==> src/rtl/id_ex_operand_stage_pkg.sv <==
// Shared encodings for the ID/EX operand stage: ALU function codes,
// branch-type codes, control-bundle bit positions and the redirect rule.
package id_ex_operand_stage_pkg;

  typedef enum logic [3:0] {
    ALU_FN_ADD  = 4'd0,
    ALU_FN_SUB  = 4'd1,
    ALU_FN_AND  = 4'd2,
    ALU_FN_OR   = 4'd3,
    ALU_FN_XOR  = 4'd4,
    ALU_FN_SLL  = 4'd5,
    ALU_FN_SRL  = 4'd6,
    ALU_FN_SRA  = 4'd7,
    ALU_FN_SLT  = 4'd8,
    ALU_FN_SLTU = 4'd9
  } alu_fn_e;

  typedef enum logic [1:0] {
    BR_EQ = 2'd0,
    BR_NE = 2'd1,
    BR_GE = 2'd2,
    BR_LT = 2'd3
  } br_type_e;

  localparam int CTRL_W     = 9;
  localparam int CTRL_MEM_W = 4;

  // Bit positions inside id_ctrl / ctrl_q
  localparam int CTRL_SRC_B_IMM = 8;
  localparam int CTRL_SRC_A_PC  = 7;
  localparam int CTRL_IS_BRANCH = 6;
  localparam int CTRL_IS_JAL    = 5;
  localparam int CTRL_IS_JALR   = 4;
  localparam int CTRL_MEM_READ  = 3;
  localparam int CTRL_MEM_WRITE = 2;
  localparam int CTRL_MEM_TO_REG = 1;
  localparam int CTRL_REG_WRITE = 0;

  function automatic logic redirect_req(input logic [CTRL_W-1:0] ctrl,
                                        input logic              bcond);
    return ctrl[CTRL_IS_JAL] | ctrl[CTRL_IS_JALR] |
           (ctrl[CTRL_IS_BRANCH] & bcond);
  endfunction

endpackage

==> src/rtl/id_ex_operand_stage_fwd_select.sv <==
// Operand forwarding mux: EX/MEM result wins over MEM/WB, which wins over
// the register-file value; register x0 never takes a forwarded value.
module fwd_select #(
  parameter int DATA_WIDTH     = 32,
  parameter int REG_ADDR_WIDTH = 5
) (
  input  logic [REG_ADDR_WIDTH-1:0] rs,
  input  logic [DATA_WIDTH-1:0]     rs_data,
  input  logic                      exmem_reg_write,
  input  logic [REG_ADDR_WIDTH-1:0] exmem_rd,
  input  logic [DATA_WIDTH-1:0]     exmem_result,
  input  logic                      memwb_reg_write,
  input  logic [REG_ADDR_WIDTH-1:0] memwb_rd,
  input  logic [DATA_WIDTH-1:0]     memwb_result,
  output logic [DATA_WIDTH-1:0]     fwd_data
);

  logic hit_exmem_s;
  logic hit_memwb_s;

  assign hit_exmem_s = exmem_reg_write && (exmem_rd != {REG_ADDR_WIDTH{1'b0}}) &&
                       (exmem_rd == rs);
  assign hit_memwb_s = memwb_reg_write && (memwb_rd != {REG_ADDR_WIDTH{1'b0}}) &&
                       (memwb_rd == rs);

  always_comb begin
    fwd_data = rs_data;
    if (hit_exmem_s) begin
      fwd_data = exmem_result;
    end else if (hit_memwb_s) begin
      fwd_data = memwb_result;
    end else begin
      fwd_data = rs_data;
    end
  end

endmodule

==> src/rtl/id_ex_operand_stage.sv <==
// ID/EX pipeline register with EX-stage forwarding, ALU operand select and
// branch/jump redirect resolution for an always-not-taken front end.
module id_ex_operand_stage
  import id_ex_operand_stage_pkg::*;
#(
  parameter int DATA_WIDTH     = 32,
  parameter int REG_ADDR_WIDTH = 5,
  parameter int ALU_OP_WIDTH   = 6
) (
  input  logic                      clk,
  input  logic                      reset,
  input  logic                      stall,
  input  logic                      flush,
  input  logic                      id_valid,
  input  logic [DATA_WIDTH-1:0]     id_pc,
  input  logic [DATA_WIDTH-1:0]     id_rs1_data,
  input  logic [DATA_WIDTH-1:0]     id_rs2_data,
  input  logic [DATA_WIDTH-1:0]     id_imm,
  input  logic [REG_ADDR_WIDTH-1:0] id_rs1,
  input  logic [REG_ADDR_WIDTH-1:0] id_rs2,
  input  logic [REG_ADDR_WIDTH-1:0] id_rd,
  input  logic [ALU_OP_WIDTH-1:0]   id_alu_op,
  input  logic [CTRL_W-1:0]         id_ctrl,
  input  logic                      exmem_reg_write,
  input  logic [REG_ADDR_WIDTH-1:0] exmem_rd,
  input  logic [DATA_WIDTH-1:0]     exmem_result,
  input  logic                      memwb_reg_write,
  input  logic [REG_ADDR_WIDTH-1:0] memwb_rd,
  input  logic [DATA_WIDTH-1:0]     memwb_result,
  input  logic                      alu_bcond,
  output logic [ALU_OP_WIDTH-1:0]   alu_op,
  output logic [DATA_WIDTH-1:0]     alu_in_1,
  output logic [DATA_WIDTH-1:0]     alu_in_2,
  output logic                      ex_valid,
  output logic [REG_ADDR_WIDTH-1:0] ex_rd,
  output logic [CTRL_MEM_W-1:0]     ex_ctrl_mem,
  output logic [DATA_WIDTH-1:0]     ex_store_data,
  output logic [DATA_WIDTH-1:0]     ex_link,
  output logic                      ex_redirect,
  output logic [DATA_WIDTH-1:0]     ex_target
);

  logic                      valid_q,    valid_d;
  logic [DATA_WIDTH-1:0]     pc_q,       pc_d;
  logic [DATA_WIDTH-1:0]     rs1_data_q, rs1_data_d;
  logic [DATA_WIDTH-1:0]     rs2_data_q, rs2_data_d;
  logic [DATA_WIDTH-1:0]     imm_q,      imm_d;
  logic [REG_ADDR_WIDTH-1:0] rs1_q,      rs1_d;
  logic [REG_ADDR_WIDTH-1:0] rs2_q,      rs2_d;
  logic [REG_ADDR_WIDTH-1:0] rd_q,       rd_d;
  logic [ALU_OP_WIDTH-1:0]   alu_op_q,   alu_op_d;
  logic [CTRL_W-1:0]         ctrl_q,     ctrl_d;

  logic [DATA_WIDTH-1:0]     fwd_rs1_s;
  logic [DATA_WIDTH-1:0]     fwd_rs2_s;
  logic [DATA_WIDTH-1:0]     jalr_sum_s;

  // Next-state select: flush inserts a bubble, stall holds, otherwise load ID
  always_comb begin
    valid_d    = valid_q;
    pc_d       = pc_q;
    rs1_data_d = rs1_data_q;
    rs2_data_d = rs2_data_q;
    imm_d      = imm_q;
    rs1_d      = rs1_q;
    rs2_d      = rs2_q;
    rd_d       = rd_q;
    alu_op_d   = alu_op_q;
    ctrl_d     = ctrl_q;
    if (flush) begin
      valid_d    = 1'b0;
      pc_d       = {DATA_WIDTH{1'b0}};
      rs1_data_d = {DATA_WIDTH{1'b0}};
      rs2_data_d = {DATA_WIDTH{1'b0}};
      imm_d      = {DATA_WIDTH{1'b0}};
      rs1_d      = {REG_ADDR_WIDTH{1'b0}};
      rs2_d      = {REG_ADDR_WIDTH{1'b0}};
      rd_d       = {REG_ADDR_WIDTH{1'b0}};
      alu_op_d   = {ALU_OP_WIDTH{1'b0}};
      ctrl_d     = {CTRL_W{1'b0}};
    end else if (stall) begin
      valid_d    = valid_q;
    end else begin
      valid_d    = id_valid;
      pc_d       = id_pc;
      rs1_data_d = id_rs1_data;
      rs2_data_d = id_rs2_data;
      imm_d      = id_imm;
      rs1_d      = id_rs1;
      rs2_d      = id_rs2;
      rd_d       = id_rd;
      alu_op_d   = id_alu_op;
      ctrl_d     = id_ctrl;
    end
  end

  // ID/EX pipeline register with synchronous reset
  always_ff @(posedge clk) begin
    if (reset) begin
      valid_q    <= 1'b0;
      pc_q       <= {DATA_WIDTH{1'b0}};
      rs1_data_q <= {DATA_WIDTH{1'b0}};
      rs2_data_q <= {DATA_WIDTH{1'b0}};
      imm_q      <= {DATA_WIDTH{1'b0}};
      rs1_q      <= {REG_ADDR_WIDTH{1'b0}};
      rs2_q      <= {REG_ADDR_WIDTH{1'b0}};
      rd_q       <= {REG_ADDR_WIDTH{1'b0}};
      alu_op_q   <= {ALU_OP_WIDTH{1'b0}};
      ctrl_q     <= {CTRL_W{1'b0}};
    end else begin
      valid_q    <= valid_d;
      pc_q       <= pc_d;
      rs1_data_q <= rs1_data_d;
      rs2_data_q <= rs2_data_d;
      imm_q      <= imm_d;
      rs1_q      <= rs1_d;
      rs2_q      <= rs2_d;
      rd_q       <= rd_d;
      alu_op_q   <= alu_op_d;
      ctrl_q     <= ctrl_d;
    end
  end

  fwd_select #(
    .DATA_WIDTH     (DATA_WIDTH),
    .REG_ADDR_WIDTH (REG_ADDR_WIDTH)
  ) u_fwd_rs1 (
    .rs              (rs1_q),
    .rs_data         (rs1_data_q),
    .exmem_reg_write (exmem_reg_write),
    .exmem_rd        (exmem_rd),
    .exmem_result    (exmem_result),
    .memwb_reg_write (memwb_reg_write),
    .memwb_rd        (memwb_rd),
    .memwb_result    (memwb_result),
    .fwd_data        (fwd_rs1_s)
  );

  fwd_select #(
    .DATA_WIDTH     (DATA_WIDTH),
    .REG_ADDR_WIDTH (REG_ADDR_WIDTH)
  ) u_fwd_rs2 (
    .rs              (rs2_q),
    .rs_data         (rs2_data_q),
    .exmem_reg_write (exmem_reg_write),
    .exmem_rd        (exmem_rd),
    .exmem_result    (exmem_result),
    .memwb_reg_write (memwb_reg_write),
    .memwb_rd        (memwb_rd),
    .memwb_result    (memwb_result),
    .fwd_data        (fwd_rs2_s)
  );

  assign jalr_sum_s = fwd_rs1_s + imm_q;

  // EX-stage outputs; memory control and link value are suppressed for bubbles
  always_comb begin
    alu_op        = alu_op_q;
    ex_valid      = valid_q;
    ex_rd         = rd_q;
    ex_store_data = fwd_rs2_s;
    alu_in_1      = fwd_rs1_s;
    alu_in_2      = fwd_rs2_s;
    ex_ctrl_mem   = {CTRL_MEM_W{1'b0}};
    ex_link       = {DATA_WIDTH{1'b0}};
    ex_redirect   = 1'b0;
    ex_target     = pc_q + imm_q;

    if (ctrl_q[CTRL_SRC_A_PC]) begin
      alu_in_1 = pc_q;
    end else begin
      alu_in_1 = fwd_rs1_s;
    end

    if (ctrl_q[CTRL_SRC_B_IMM]) begin
      alu_in_2 = imm_q;
    end else begin
      alu_in_2 = fwd_rs2_s;
    end

    if (valid_q) begin
      ex_ctrl_mem = ctrl_q[CTRL_MEM_W-1:0];
      ex_link     = pc_q + {{(DATA_WIDTH-3){1'b0}}, 3'd4};
      ex_redirect = redirect_req(ctrl_q, alu_bcond);
    end else begin
      ex_ctrl_mem = {CTRL_MEM_W{1'b0}};
      ex_link     = {DATA_WIDTH{1'b0}};
      ex_redirect = 1'b0;
    end

    // jalr clears bit 0 of the computed address
    if (ctrl_q[CTRL_IS_JALR]) begin
      ex_target = {jalr_sum_s[DATA_WIDTH-1:1], 1'b0};
    end else begin
      ex_target = pc_q + imm_q;
    end
  end

endmodule

==> config.mk <==
export PLATFORM = sky130hd
export DESIGN_NAME = id_ex_operand_stage
export DESIGN_NICKNAME = d
export VERILOG_FILES = /design/src/rtl/id_ex_operand_stage_pkg.sv /design/src/rtl/id_ex_operand_stage_fwd_select.sv /design/src/rtl/id_ex_operand_stage.sv
export SDC_FILE = /design/constraint.sdc
export NUM_CORES = 1
export LEC_CHECK = 0
export BUFFER_PORTS_ARGS = -buffer_cell sky130_fd_sc_hd__buf_2
export CORE_UTILIZATION = 47
export DETAILED_ROUTE_END_ITERATION = 10
export PLACE_DENSITY = 0.76
export REMOVE_ABC_BUFFERS = 1
export SYNTH_ARGS = -nofsm -noshare
export SYNTH_HDL_FRONTEND = slang
export SYNTH_SLANG_ARGS = --single-unit
==> constraint.sdc <==
create_clock -name clk -period 7.95 [get_ports clk]
set_input_delay 1.9875 -clock clk [delete_from_list [all_inputs] [get_ports clk]]
set_output_delay 1.9875 -clock clk [all_outputs]
set_load 0.005 [all_outputs]
==> impl_results.rst <==
.. list-table::
   :header-rows: 1

   * - Metric
     - Value
   * - Number of enable-type register cells in the synthesized netlist
     - 0
   * - Total global routing track utilization
     - 0.303
   * - Clock tree from TritonCTS
     - done
   * - Maximum level of the CTS H-tree
     - 4
   * - Startpoint types
     - input port
   * - Class of the tightest hold or removal check
     - flip-flop to flip-flop
   * - Pre-CTS setup slack
     - -0.228 ns
   * - Cell count after placement
     - around 2200
   * - Synth Flop Type
     - dfxtp_1
   * - Final min period
     - just under 8 ns
   * - Clock latency of the later-clocked register in the worst-skew pair
     - 0.43 ns
   * - Die extent in y
     - 162 microns
   * - Critical path class
     - input port to primary output
   * - Fmax
     - around 130 MHz
   * - Number of rows created at floorplan
     - 58
   * - Area enclosed by the die boundary
     - between 0.02 and 0.03 sq mm
   * - Worst setup skew after layout
     - 0 ns
   * - Cells after Synth
     - around 1400
   * - Mean Syn Cell Area
     - 8.32 sq um
   * - Total number of yosys warnings
     - 0
   * - Maximum number of pins on one net before global-route repair
     - 84
   * - Port bufs
     - around 420
   * - Number of detailed-route iterations in the first pass
     - 5
   * - First-pass GRT wire length
     - around 62000 microns
   * - Combined area of all synthesized cells
     - between 0.01 and 0.015 sq mm
   * - Post-synth cell types
     - 59
   * - Non-filler cells in the finished layout
     - roughly 2200
   * - Max-slew headroom at the worst pin
     - 0.238
   * - Status
     - complete, no violations
   * - Max-capacitance violation count
     - 0
   * - Setup slack after layout
     - just over 0.09 ns
   * - Endpoints failing setup
     - 0
   * - Maximum vdd ir drop
     - a little over 0.09 mV
   * - Average routed wire per standard cell
     - 18.5 microns
   * - Power Density
     - around 130 mW/mm^2
   * - Endpoint class of the critical path
     - primary output
   * - Worst Max-Slew Pin Slew
     - 1.14 ns
   * - Antenna-violating nets left
     - 0
   * - Post-DP HPWL
     - 31600 microns
   * - Area grow syn2layout
     - 32.5%
   * - Share of the yosys chip area belonging to registers
     - 0.266
   * - Nets
     - 2202
   * - Critical-path maximum fanout
     - 7
   * - Via count
     - 12300
   * - IO Pins
     - about 420
   * - Placeable core region
     - 0.0251 sq mm
   * - GRT Residual Overflow
     - 0
   * - Via count of the first global-routing pass
     - 11800
   * - Buffer levels on the longest clock path
     - 2
   * - Share of the clock period used by the worst path after layout
     - 0.988
   * - Worst hold slack
     - about 0.5 ns
   * - Routed via count divided by cell count
     - 5.50
   * - Unrepaired setup endpoints after global routing
     - true
   * - Antenna violations before repair
     - 1
   * - Static Leakage
     - about 0.008 uW
   * - Worst endpoint required time
     - 5.96 ns
   * - Root buffer cell
     - clkbuf_16
   * - Proportion of layout cells with a drive suffix above 1
     - 0.352
   * - Endpoints failing hold
     - 0
   * - Endpoint arrival time on the critical path
     - just under 6 ns
   * - Sink Count
     - 159
   * - Critical Path Start
     - memwb_rd[2]
   * - Number of slew-limit violations in the final report
     - 0
   * - Ys async rst share
     - 0
   * - Commonest non-fill, non-tap cell in the layout
     - buf_2
   * - Clock transition time at the flip-flop clock pins of the worst setup and hold paths
     - about 0.08 ns
   * - Start point of the worst min-delay path
     - ctrl_q[1]$_SDFFE_PP0N_
   * - Width of the chip
     - approximately 160 microns
   * - Iteration-0 DRC Markers
     - 837
   * - Number of storage elements in the synthesis netlist
     - about 160
   * - Most used cells in the layout excluding fill and tap cells
     - 413 x buf_2, 227 x mux2i_1, 195 x nor2_1
   * - Global placement routability congestion
     - 0.937
   * - Initial core utilization
     - 0.477
   * - Reg-to-Reg Start
     - ex_valid$_SDFFE_PP0N_
   * - Detailed Route WL
     - between 40000 and 50000 microns
   * - Post-route DRC violation count
     - 0
   * - Number of buffers added by the clock tree synthesis step
     - 17
Yosys cell counts, types with 9 or more instances:
library cell | n | area, sq um
nor3_1 | 11 | 55.1
dfxtp_1 | 159 | 3180
mux2i_1 | 228 | 2280
nand2b_1 | 9 | 56.3
buf_1 | 16 | 60.1
clkbuf_1 | 56 | 210
a21oi_1 | 59 | 295
nor2_1 | 199 | 747
and3_1 | 10 | 62.6
nor2b_1 | 11 | 68.8
and2_1 | 34 | 213
xnor2_1 | 54 | 473
a21o_1 | 33 | 248
xor2_1 | 36 | 315
inv_1 | 22 | 82.6
nand3_1 | 22 | 110
a21boi_0 | 10 | 75.1
or3_1 | 11 | 68.8
ha_1 | 65 | 813
o21ai_0 | 124 | 621
mux2_2 | 63 | 709
nand2_1 | 112 | 420
nand4_1 | 14 | 87.6
where the power goes:
group	internal (uW)	switching [uW]	total, uW	leakage [uW]
combinational	204	203	407	0.00622
clock	455	389	843	0.000275
sequential	823	37.6	860	0.00130
total	1480	629	2110	0.00779
metrics by stage:
step	utilization	setup TNS, ns	instance area, sq um	total power, uW
after floorplan	-	-138.73	11700	1060
after global routing	0.632	-0.275	15900	2180
after CTS	0.618	0	15500	2100
after global placement	0.593	-0.386	14900	1260
after detailed placement	0.593	-0.706	14900	1270
final	0.632	0	15900	2110
flip-flops by register name, summed over array words and instances, names as in the netlist:
register,count
alu_op,6
ctrl_q,9
ex_rd,5
ex_valid,1
imm_q,32
pc_q,32
rs1_data_q,32
rs1_q,5
rs2_data_q,32
rs2_q,5
per-layer routing:
layer  share of wire  up-vias  wire (microns)  GRT usage
li1                -     6036               -          -
met5               0        -               0          0
met3           0.066       72            2740     0.0526
met1            0.44     5761           18000      0.390
met4           0.028        0            1150      0.111
met2            0.47      448           19400      0.504
what timing repair did:
| action | 4_1_cts | 5_1_grt |
|---|---|---|
| endpoints found under the setup margin | 6 | 13 |
| cloned | 0 | 0 |
| buffers inserted | 2 | 11 |
| hold buffers | 0 | 0 |
| resized for setup | 12 | 75 |
| pin swaps | 2 | 34 |
cell type report:
cell class,instances,area (sq um)
Clock buffer,19,453
Inverter,23,86.3
Clock inverter,12,125
Multi-Input combinational cell,1182,8720
Tap cell,330,413
Fill cell,2210,9240
Sequential cell,159,3190
Timing Repair Buffer,512,2880
Antenna cell,2,5.00
worst max-delay path, stage by stage:
cell and delay, ns:
buf_8 0.10, or4_4 0.54, o211ai_4 0.23, nor2_4 0.12, buf_4 0.15, mux2i_1 0.11, o21ai_1 0.21, ha_1 0.29
a21oi_2 0.16, o21ai_2 0.08, a221oi_2 0.23, buf_4 0.17, nor2b_4 0.04, o41ai_2 0.27, buf_4 0.18, a21oi_4 0.06
a21o_4 0.23, a221oi_2 0.27, xor2_1 0.16, mux2i_1 0.09, buf_2 0.16
logic make-up (layout without fill, tap and decap cells):
logic type | after synthesis | after routing | share of synthesized area
fa+ha+maj | 67 | 67 | 0.0712
simple gates | 452 | 452 | 0.171
other cells | 0 | 2 | 0
xor+xnor | 90 | 90 | 0.0658
flops | 159 | 159 | 0.266
compound gates | 282 | 282 | 0.146
mux | 291 | 291 | 0.250
buf+inv | 98 | 566 | 0.0310
final timing paths:
check,endpoint,slack [ns],cells after the start
max,ex_target[30],0.09,21
min,ctrl_q[1]$_SDFFE_PP0N_,0.50,2
max reg2reg,ex_valid$_SDFFE_PP0N_,6.48,2
min reg2reg,ctrl_q[1]$_SDFFE_PP0N_,0.50,2
Note: power is estimated with default switching activity, not from simulation.
